--- src/rtl/systolic_feed_ctrl.sv ---
// Operand banks and skewed feed sequencer for a 4x4 output-stationary
// systolic array: loads A/B, then streams rows west and columns north.
module systolic_feed_ctrl #(
  parameter int DATA_W = 16,
  parameter int N      = 4,
  parameter int PE_LAT = 1
) (
  input  logic              clk,
  input  logic              rst,
  input  logic              start,
  input  logic              wr_en,
  input  logic              wr_sel,
  input  logic [3:0]        wr_addr,
  input  logic [DATA_W-1:0] wr_data,
  output logic              wr_err,
  output logic              busy,
  output logic              done,
  output logic              arr_rst,
  output logic [DATA_W-1:0] west0,
  output logic [DATA_W-1:0] west1,
  output logic [DATA_W-1:0] west2,
  output logic [DATA_W-1:0] west3,
  output logic [DATA_W-1:0] north0,
  output logic [DATA_W-1:0] north1,
  output logic [DATA_W-1:0] north2,
  output logic [DATA_W-1:0] north3
);

  localparam int FEED_LEN  = 2*N - 1;
  localparam int DRAIN_LEN = N - 1 + PE_LAT;
  localparam int TW        = $clog2(2*N + PE_LAT + 1);
  localparam int AW        = $clog2(N*N);

  typedef enum logic [2:0] {
    IDLE,
    CLEAR,
    FEED,
    DRAIN,
    DONE
  } state_t;

  state_t state_q;
  state_t state_d;

  logic [TW-1:0] t_q;
  logic [TW-1:0] t_d;

  logic [DATA_W-1:0] a_bank [N*N];
  logic [DATA_W-1:0] b_bank [N*N];

  logic [DATA_W-1:0] west_q  [N];
  logic [DATA_W-1:0] west_d  [N];
  logic [DATA_W-1:0] north_q [N];
  logic [DATA_W-1:0] north_d [N];

  logic wr_err_q;
  logic feed_nxt;

  function automatic logic [AW-1:0] elem(int r, int c);
    return AW'(r*N + c);
  endfunction

  always_comb begin
    state_d = state_q;
    t_d     = t_q;
    unique case (state_q)
      IDLE: begin
        if (start) begin
          state_d = CLEAR;
          t_d     = '0;
        end
      end
      CLEAR: begin
        state_d = FEED;
        t_d     = '0;
      end
      FEED: begin
        if (t_q == TW'(FEED_LEN-1)) begin
          state_d = DRAIN;
          t_d     = '0;
        end else begin
          t_d = t_q + TW'(1);
        end
      end
      DRAIN: begin
        if (t_q == TW'(DRAIN_LEN-1)) begin
          state_d = DONE;
          t_d     = '0;
        end else begin
          t_d = t_q + TW'(1);
        end
      end
      DONE: begin
        state_d = IDLE;
        t_d     = '0;
      end
      default: begin
        state_d = IDLE;
        t_d     = '0;
      end
    endcase
  end

  // Outputs are registered, so the skew is computed from the next step.
  assign feed_nxt = (state_d == FEED);

  always_comb begin
    for (int i = 0; i < N; i++) begin
      west_d[i]  = '0;
      north_d[i] = '0;
      if (feed_nxt && int'(t_d) >= i && int'(t_d) < i + N) begin
        west_d[i]  = a_bank[elem(i, int'(t_d) - i)];
        north_d[i] = b_bank[elem(int'(t_d) - i, i)];
      end
    end
  end

  always_ff @(posedge clk) begin
    if (rst) begin
      state_q  <= IDLE;
      t_q      <= '0;
      wr_err_q <= 1'b0;
    end else begin
      state_q  <= state_d;
      t_q      <= t_d;
      wr_err_q <= wr_en && (state_q != IDLE);
    end
  end

  always_ff @(posedge clk) begin
    if (rst) begin
      for (int i = 0; i < N; i++) begin
        west_q[i]  <= '0;
        north_q[i] <= '0;
      end
    end else begin
      for (int i = 0; i < N; i++) begin
        west_q[i]  <= west_d[i];
        north_q[i] <= north_d[i];
      end
    end
  end

  always_ff @(posedge clk) begin
    if (rst) begin
      for (int k = 0; k < N*N; k++) begin
        a_bank[k] <= '0;
        b_bank[k] <= '0;
      end
    end else if (wr_en && state_q == IDLE) begin
      if (wr_sel) begin
        b_bank[wr_addr] <= wr_data;
      end else begin
        a_bank[wr_addr] <= wr_data;
      end
    end
  end

  assign wr_err  = wr_err_q;
  assign busy    = (state_q != IDLE);
  assign done    = (state_q == DONE);
  assign arr_rst = rst || (state_q == CLEAR);

  assign west0  = west_q[0];
  assign west1  = west_q[1];
  assign west2  = west_q[2];
  assign west3  = west_q[3];
  assign north0 = north_q[0];
  assign north1 = north_q[1];
  assign north2 = north_q[2];
  assign north3 = north_q[3];

endmodule

--- config.mk ---
export PLATFORM = sky130hd
export DESIGN_NAME = systolic_feed_ctrl
export DESIGN_NICKNAME = d
export VERILOG_FILES = /design/src/rtl/systolic_feed_ctrl.sv
export SDC_FILE = /design/constraint.sdc
export NUM_CORES = 1
export LEC_CHECK = 0
export CELL_PAD_IN_SITES_DETAIL_PLACEMENT = 0
export CELL_PAD_IN_SITES_GLOBAL_PLACEMENT = 2
export CORE_ASPECT_RATIO = 0.6
export CORE_MARGIN = 3
export CORE_UTILIZATION = 44
export DETAILED_ROUTE_END_ITERATION = 8
export PLACE_DENSITY_LB_ADDON = 0.1
export SYNTH_ARGS = -nofsm -noshare
export SYNTH_HDL_FRONTEND = slang
export SYNTH_SLANG_ARGS = --single-unit
export TNS_END_PERCENT = 30
--- constraint.sdc ---
create_clock -name clk -period 4.6 [get_ports clk]
set_input_delay 0.92 -clock clk [delete_from_list [all_inputs] [get_ports clk]]
set_output_delay 0.92 -clock clk [all_outputs]
set_load 0.005 [all_outputs]
==> metrics.md, run 1 <==
| Metric | Value |
|---|---|
| Status | completed |
| Clock Skew | 0.0101 ns |
| Post-synthesis xor/xnor area fraction | 0.231% |
| Worst setup EP type | register |
| # Post-CTS Setup Buffers | 0 |
| Overall Global Routing Usage | 23.3% |
| Initial DRC Count | 1,661 |
| Achievable Freq | 279 MHz |
| Drt drc | 0 |
| Max cap viols | 0 |
| Pins Over Slew Limit | 0 |
| Port bufs | 156 |
| Num CTS Buffers | 61 |
| Die width | 342 um |
| Period minus WS final | 3.59 ns |
| Drt wl/cell | 26.9 um |
| RSZ-0062 raised after global routing | no |
| GRT overflow | 0 |
| Worst VDD drop | 290 uV |
| Sequence of cells on the critical path | clkdlybuf4s50_1 -> o41ai_2 -> nor2b_4 -> buf_12 -> buf_4 -> mux2i_1 -> nand2_1 -> a32oi_1 -> a21oi_1 |
| Endpoints failing setup | 0 |
| RR Endpoint | west_q[3][10] |
| Via-per-instance ratio | 5.58 |
| # rows | 73 |
| Syn Std Cell Area | 29,800 sq um |
| Avg Cell Area, Syn | 15.0 sq um |
| R2r setup slk | 1.06 ns |
| Met2 WL | 35,900 um |
| Filler instances | 5,631 |
| Hold Crit Depth | 2 |
| Top_reg_cell synth | edfxtp_1 |
| Clock root buffer | clkbuf_16 |
| Synth cell count leaders | and2_1 (580), edfxtp_1 (512), mux4_2 (197) |
| Max Used Layer | met4 |
| Net Count, Synth | 2,022 |
| Max clock buf depth | 3 |
| Die area | 71,000 sq um |
| Min-delay src | b_bank[12][11] |
| Reg-to-Reg Start | state_q[1] |
| First-pass GRT wire length | 121,000 um |
| Final WL | 82,700 um |
| Antenna violation net count after detailed routing | 0 |
| Layout cell share with drive strength beyond 1 | 19.5% |
| Number of global-route vias before repair | 17,600 |
| H-tree levels | 2 |
| Final Hold Viols | 0 |
| Cells after Synth | 1,989 |
| Yosys top cell by area | edfxtp_1 |
| Most common cell in the netlist | and2_1 |
| GP Congestion | 0.816 |
| Synth area leaders | edfxtp_1 (52%), mux4_2 (15%), and2_1 (12%) |
| Synth async-reset ratio | 0% |
| Synth Area in Adders | 0.336% |
| CP max stage delay | 0.54 ns |
| Post-synthesis compound-gate area fraction | 2.22% |
| Crit Path Category | input pin to register |
| TritonCTS clock tree | yes |
| Placeable core area | 66,700 sq um |
| Final Cycle Share | 78.0% |
| ANT cells | 0 |
| # nets final | 2,150 |
| Clock latency on the worst-skew pair | 0.64 ns |
| I/O pin cnt | 157 |
| Leak pwr | 12.6 nW |
| Largest net degree at the start of global routing | 101 |
| Mux contribution to synthesized area | 18.4% |
| Slew HR | 16.2% |
| # resized after CTS | 0 |
| Placed Cells | 2,954 |
| Critical Path Fanout Max | 73 |
| Clk slew on worst S/H paths | 0.06 ns |
| CP Data Arrival Time | 4.11 ns |
| Hold-fix buffer count after cts | 0 |
| Starting Density | 44.7% |
| YS warnings | 0 |
| Met3 wire len | 6440 um |
| Hold Crit Endpoint | north_q[0][11] |
| Reg2reg path depth | 10 |
| DRT Pass-1 Iters | 7 |
| Top cell type's share of synthesized area | 51.6% |
| FF+latch count, synth | 648 |
| Cell Count, Final, Fillers Out | 3,070 |
| Chip height | 208 um |
| CP required | 5.12 ns |
| Slowest-stage cell, CP | clkdlybuf4s50_1 |
| PwrDens | 399 nW/um^2 |
| Synth Area in Simple Gates | 15.4% |
| Seq/Total Area, Yosys | 60.7% |
| Met1 WL | 39,200 um |
| Vias | 17,100 |
| Main combinational cell family by area after synthesis | multiplexers |
| Detailed Place HPWL | 53,300 um |
| Total Neg Setup Slack | 0 ns |
| Synth unique cells | 60 |
| Clock sink count | 648 |
| Hold WC Path Type | register to register |
| CP Launch Type | input pin |
| Post-synth EDFFs | 512 |
| Worst slew pin tran | 1.25 ns |
| Syn-to-layout area delta | 15.9% |
| Initial antenna violation count | 5 |
layout make-up:
type / instances / area, sq um / share of cell area [%]
flip-flops and latches: 648 / 18100 / 52.4
multi-input cells: 1165 / 11000 / 31.7
repair buffers: 233 / 2200 / 6.37
clock buffers: 87 / 1790 / 5.18
well taps: 900 / 1130 / 3.26
clock inverters: 29 / 342 / 0.989
inverters: 8 / 37.5 / 0.109
metrics by stage:
stage | util (%) | total power [mW] | hold WS (ns) | area (sq um) | setup WS, ns
after global routing | 51.8 | 14.2 | 0.669 | 34500 | 0.804
after floorplan | - | 7.94 | 0.612 | 29800 | 1.02
final | 51.8 | 13.8 | 0.651 | 34500 | 1.01
after CTS | 51.8 | 13.9 | 0.653 | 34500 | 1.04
after detailed placement | 48.6 | 8.52 | 0.644 | 32400 | 0.368
after global placement | 48.6 | 8.50 | 0.625 | 32400 | 0.483
worst max-delay path: cells and delay by family:
| kind | cells | cell delay (ns) |
|---|---|---|
| AOI/OAI and AO/OA | 3 | 0.80 |
| buffers and inverters | 3 | 1.55 |
| muxes | 1 | 0.29 |
| and+or+nand+nor | 2 | 0.51 |
placed cells by master, fill, tap and decap left out, drive strengths merged, types with 21 or more instances in the layout:
| master | instances |
|---|---|
| nor2b | 22 |
| dfxtp | 136 |
| edfxtp | 512 |
| clkdlybuf4s50 | 156 |
| clkbuf | 87 |
| clkinv | 21 |
| or2 | 34 |
| mux4 | 197 |
| nand2b | 21 |
| and2 | 580 |
| nand2 | 22 |
| nor2 | 59 |
| mux2i | 105 |
| buf | 77 |
worst max path at each step:
stage / to / startpoint / cells past startpoint / slack [ns]
4_1_cts: west_q[3][10] / start / 8 / 1.04
3_3_place_gp: west_q[3][8] / start / 8 / 0.48
2_1_floorplan: west_q[1][0] / start / 11 / 1.02
5_1_grt: west_q[3][12] / state_q[1] / 10 / 0.80
6_report: west_q[1][6] / start / 9 / 1.01
3_5_place_dp: west_q[3][10] / start / 8 / 0.37
kinds of logic (layout without fill, tap and decap cells):
logic type | Yosys count | after routing
compound gates | 89 | 89
xor+xnor | 7 | 7
fa+ha+maj | 8 | 8
buf+inv | 176 | 357
flops | 648 | 648
mux | 302 | 302
simple gates | 759 | 759
power breakdown:
part,switching (mW),total (mW),internal (mW)
sequential,0.0869,6.58,6.49
clock,2.31,5.41,3.10
combinational,0.963,1.79,0.826
flip-flops by register name (all words and copies together) (netlist names):
register,cells
state_q,3
wr_err,1
north_q,64
west_q,64
b_bank,256
t_q,4
a_bank,256
layer usage:
metal / track usage, % / up-vias
met5: 0 / -
met4: 4.40 / 0
met3: 4.87 / 78
met2: 34.0 / 590
met1: 36.2 / 8883
li1: - / 7573
No activity file was read; power rests on OpenSTA's default activity.
==> inputs of run 2 (changes only) <==
Settings changed: CORE_UTILIZATION 44 to 40.
Clock period 4.6 ns to 3.1 ns, I/O delays scaled along.
==> run 2 against run 1 <==
Global-route usage is 0.59 points lower. Clock power is 45% higher. First-iteration DRC count is 16% higher. Wire length is 6.6% higher. Final area is 6.2% higher. Clock-buffer cell count is 15 higher. Register-to-register slack worse by 1.0 ns. Die area is 9.8% higher. Worst hold slack worse by 0.036 ns. Flip-flop and latch count stayed put. Critical path depth is 1 higher. Critical endpoint is now west_q[1][0]. Largest power group unchanged.
==> metrics.md, run 2 (same netlist as run 1, synthesis figures left out) <==
| Metric | Value |
|---|---|
| Clock latency on the worst-skew pair | 0.61 ns (-0.03 ns) |
| Num CTS Buffers | 67 (+9.8%) |
| Status | completed |
| DRT Pass-1 Iters | 8 (+1) |
| Antenna violation net count after detailed routing | 0 (unchanged) |
| Min-delay src | wr_en |
| Final Util | 50.4% (-1.4 points) |
| Reg area | 18,100 sq um (about the same) |
| Achievable Freq | 327 MHz |
| # nets final | 2,306 (+7.3%) |
| Max clock buf depth | 3 (unchanged) |
| Hold Crit Endpoint | wr_err |
| Hold WC Path Type | input pin to register |
| Placed Cells | 3,167 (+7.2%) |
| Reg2reg path depth | 10 (unchanged) |
| PwrDens | 568 nW/um^2 (+42%) |
| GP Congestion | 0.840 (+3.0%) |
| Final Hold Viols | 0 (unchanged) |
| Chip height | 217 um (+4.7%) |
| Syn-to-layout area delta | 23.0% |
| Final Cycle Share | 98.6% |
| CP Data Arrival Time | 3.55 ns (-0.56 ns) |
| Placeable core area | 72,700 sq um (+9.1%) |
| Endpoints failing setup | 0 (unchanged) |
| Final Instance Area | 36,700 sq um (+6.2%) |
| Hold Crit Depth | 3 (+1) |
| Clock Skew | 0.0168 ns (+0.00673 ns) |
| Detailed Place HPWL | 58,000 um (+8.7%) |
| Clk slew on worst S/H paths | 0.06 ns (about the same) |
| Number of global-route vias before repair | 18,300 (+4.4%) |
| Crit Path Category | register to register |
| CP Launch Type | register |
| Slew HR | 61.7% (+46 points) |
| Period minus WS final | 3.06 ns |
| Clock sink count | 648 (unchanged) |
| R2r setup slk | 0.04 ns (-1.02 ns) |
| Drt drc | 0 (unchanged) |
| Tot Pwr | 20.8 mW (+51%) |
| Setup ws final | 0.0430 ns (-0.967 ns) |
| Filler instances | 6,104 (+8.4%) |
| Initial antenna violation count | 8 (+3) |
| GRT overflow | 0 (unchanged) |
| Max cap viols | 0 (unchanged) |
| Die area | 78,000 sq um (+9.8%) |
| # rows | 76 (+4.1%) |
| Largest net degree at the start of global routing | 37 (-63%) |
| TritonCTS clock tree | yes |
| Cell Count, Final, Fillers Out | 3,308 (+7.8%) |
| Most common cell after layout, fill and taps aside | and2_1 |
| Total Neg Setup Slack | 0 ns (unchanged) |
| Overall Global Routing Usage | 22.7% (-0.59 points) |
| Pins Over Slew Limit | 0 (unchanged) |
| I/O pin cnt | 157 (unchanged) |
| H-tree levels | 3 (+1) |
| Die width | 358 um (+4.8%) |
| Vias | 17,900 (+4.8%) |
| RSZ-0062 raised after global routing | yes |
| Hold-fix buffer count after cts | 0 (unchanged) |
| Worst slew pin tran | 0.572 ns (-0.680 ns) |
| Worst VDD drop | 346 uV (+19%) |
| Placed Area | 34,300 sq um (+5.7%) |
| Reg-to-Reg Start | t_q[0] |
| Leading cell types in the layout, fill and taps excluded | and2_1 (580), edfxtp_1 (512), mux4_2 (197) |
| Leak pwr | 13.6 nW (+7.7%) |
| CP required | 3.59 ns (-1.53 ns) |
| Largest registers | a_bank: 256 flops, b_bank: 256 flops |
| Fin Hold WS | 0.615 ns (-0.0356 ns) |
| Worst setup EP type | register |
| Port bufs | 156 (unchanged) |
| Initial DRC Count | 1,929 (+16%) |
| Final WL | 88,200 um (+6.6%) |
| First-pass GRT wire length | 127,000 um (+5.6%) |
| Critical Path Fanout Max | 13 (-82%) |
| Layout cell share with drive strength beyond 1 | 25.2% (+5.7 points) |
| Setup WS pre-CTS | -0.315 ns (-0.683 ns) |
| RR Endpoint | west_q[1][0] |
| Via-per-instance ratio | 5.42 (-2.8%) |
| Starting Density | 41.0% (-3.7 points) |
| Drt wl/cell | 26.7 um (-1.0%) |
| Area occupied by multi-input gates | 11,100 sq um (+1.1%) |
| Clock root buffer | clkbuf_16 |
## run 2: changes by cell type in the layout (fill, tap and decap cells not counted), moves of 4 or more
cell	delta
clkbuf_1	+15
clkbuf_8	-7
clkinv_2	-6
bufinv_16	-6
buf_12	+53
mux2i_1	-4
diode_2	+5
buf_4	+85
a32oi_1	-4
buf_6	+4
a32oi_2	+4
mux2i_2	+4
clkbuf_16	+11
## run 2: final cells by class
class	count	area share (%)
Timing Repair Buffer	383	11.3
Clock inverter	22	0.447
Inverter	8	0.113
Multi-Input combinational cell	1165	30.2
Antenna cell	5	0.0341
Tap cell	975	3.33
Clock buffer	102	5.24
Sequential cell	648	49.4
## run 2: critical path, cell delays in order, from the launching register on
cell and delay (ns):
dfxtp_4 0.39, inv_2 0.05, ha_1 0.20, and3b_2 0.26, o221a_4 0.28, nor2b_4 0.21
buf_8 0.22, buf_16 0.20, mux4_2 0.50, mux4_2 0.46, and2_1 0.16
## run 2: where the power goes
part           switching, mW  total (mW)  internal (mW)
clock network           3.44        7.84           4.40
registers              0.130        9.76           9.63
logic                   1.59        3.22           1.64
## run 2: what timing repair did
action                                  CTS  global route
resized for setup                         5            25
gates cloned                              0             4
endpoints found under the setup margin   10            51
setup buffers                             0             8
pin swaps                                 0             6
## run 2: how the worst max path moves through the flow
stage	endpoint	startpoint	slack, ns	cells after the start
after floorplan	west_q[1][0]	t_q[0]	0.002	14
after global placement	west_q[1][7]	start	-0.31	10
after detailed placement	west_q[1][7]	start	-0.31	10
after CTS	west_q[1][7]	t_q[0]	0.02	15
after global routing	west_q[3][4]	t_q[0]	-0.02	13
final	west_q[1][0]	t_q[0]	0.04	10
## run 2: metal layers
layer  GRT usage [%]  wire (um)  vias up
li1                -          -     7898
met1            35.3      42200     9259
met3            4.43       6620      103
met4            5.05       1670        0
met2            32.8      37700      682
met5               0          0        -
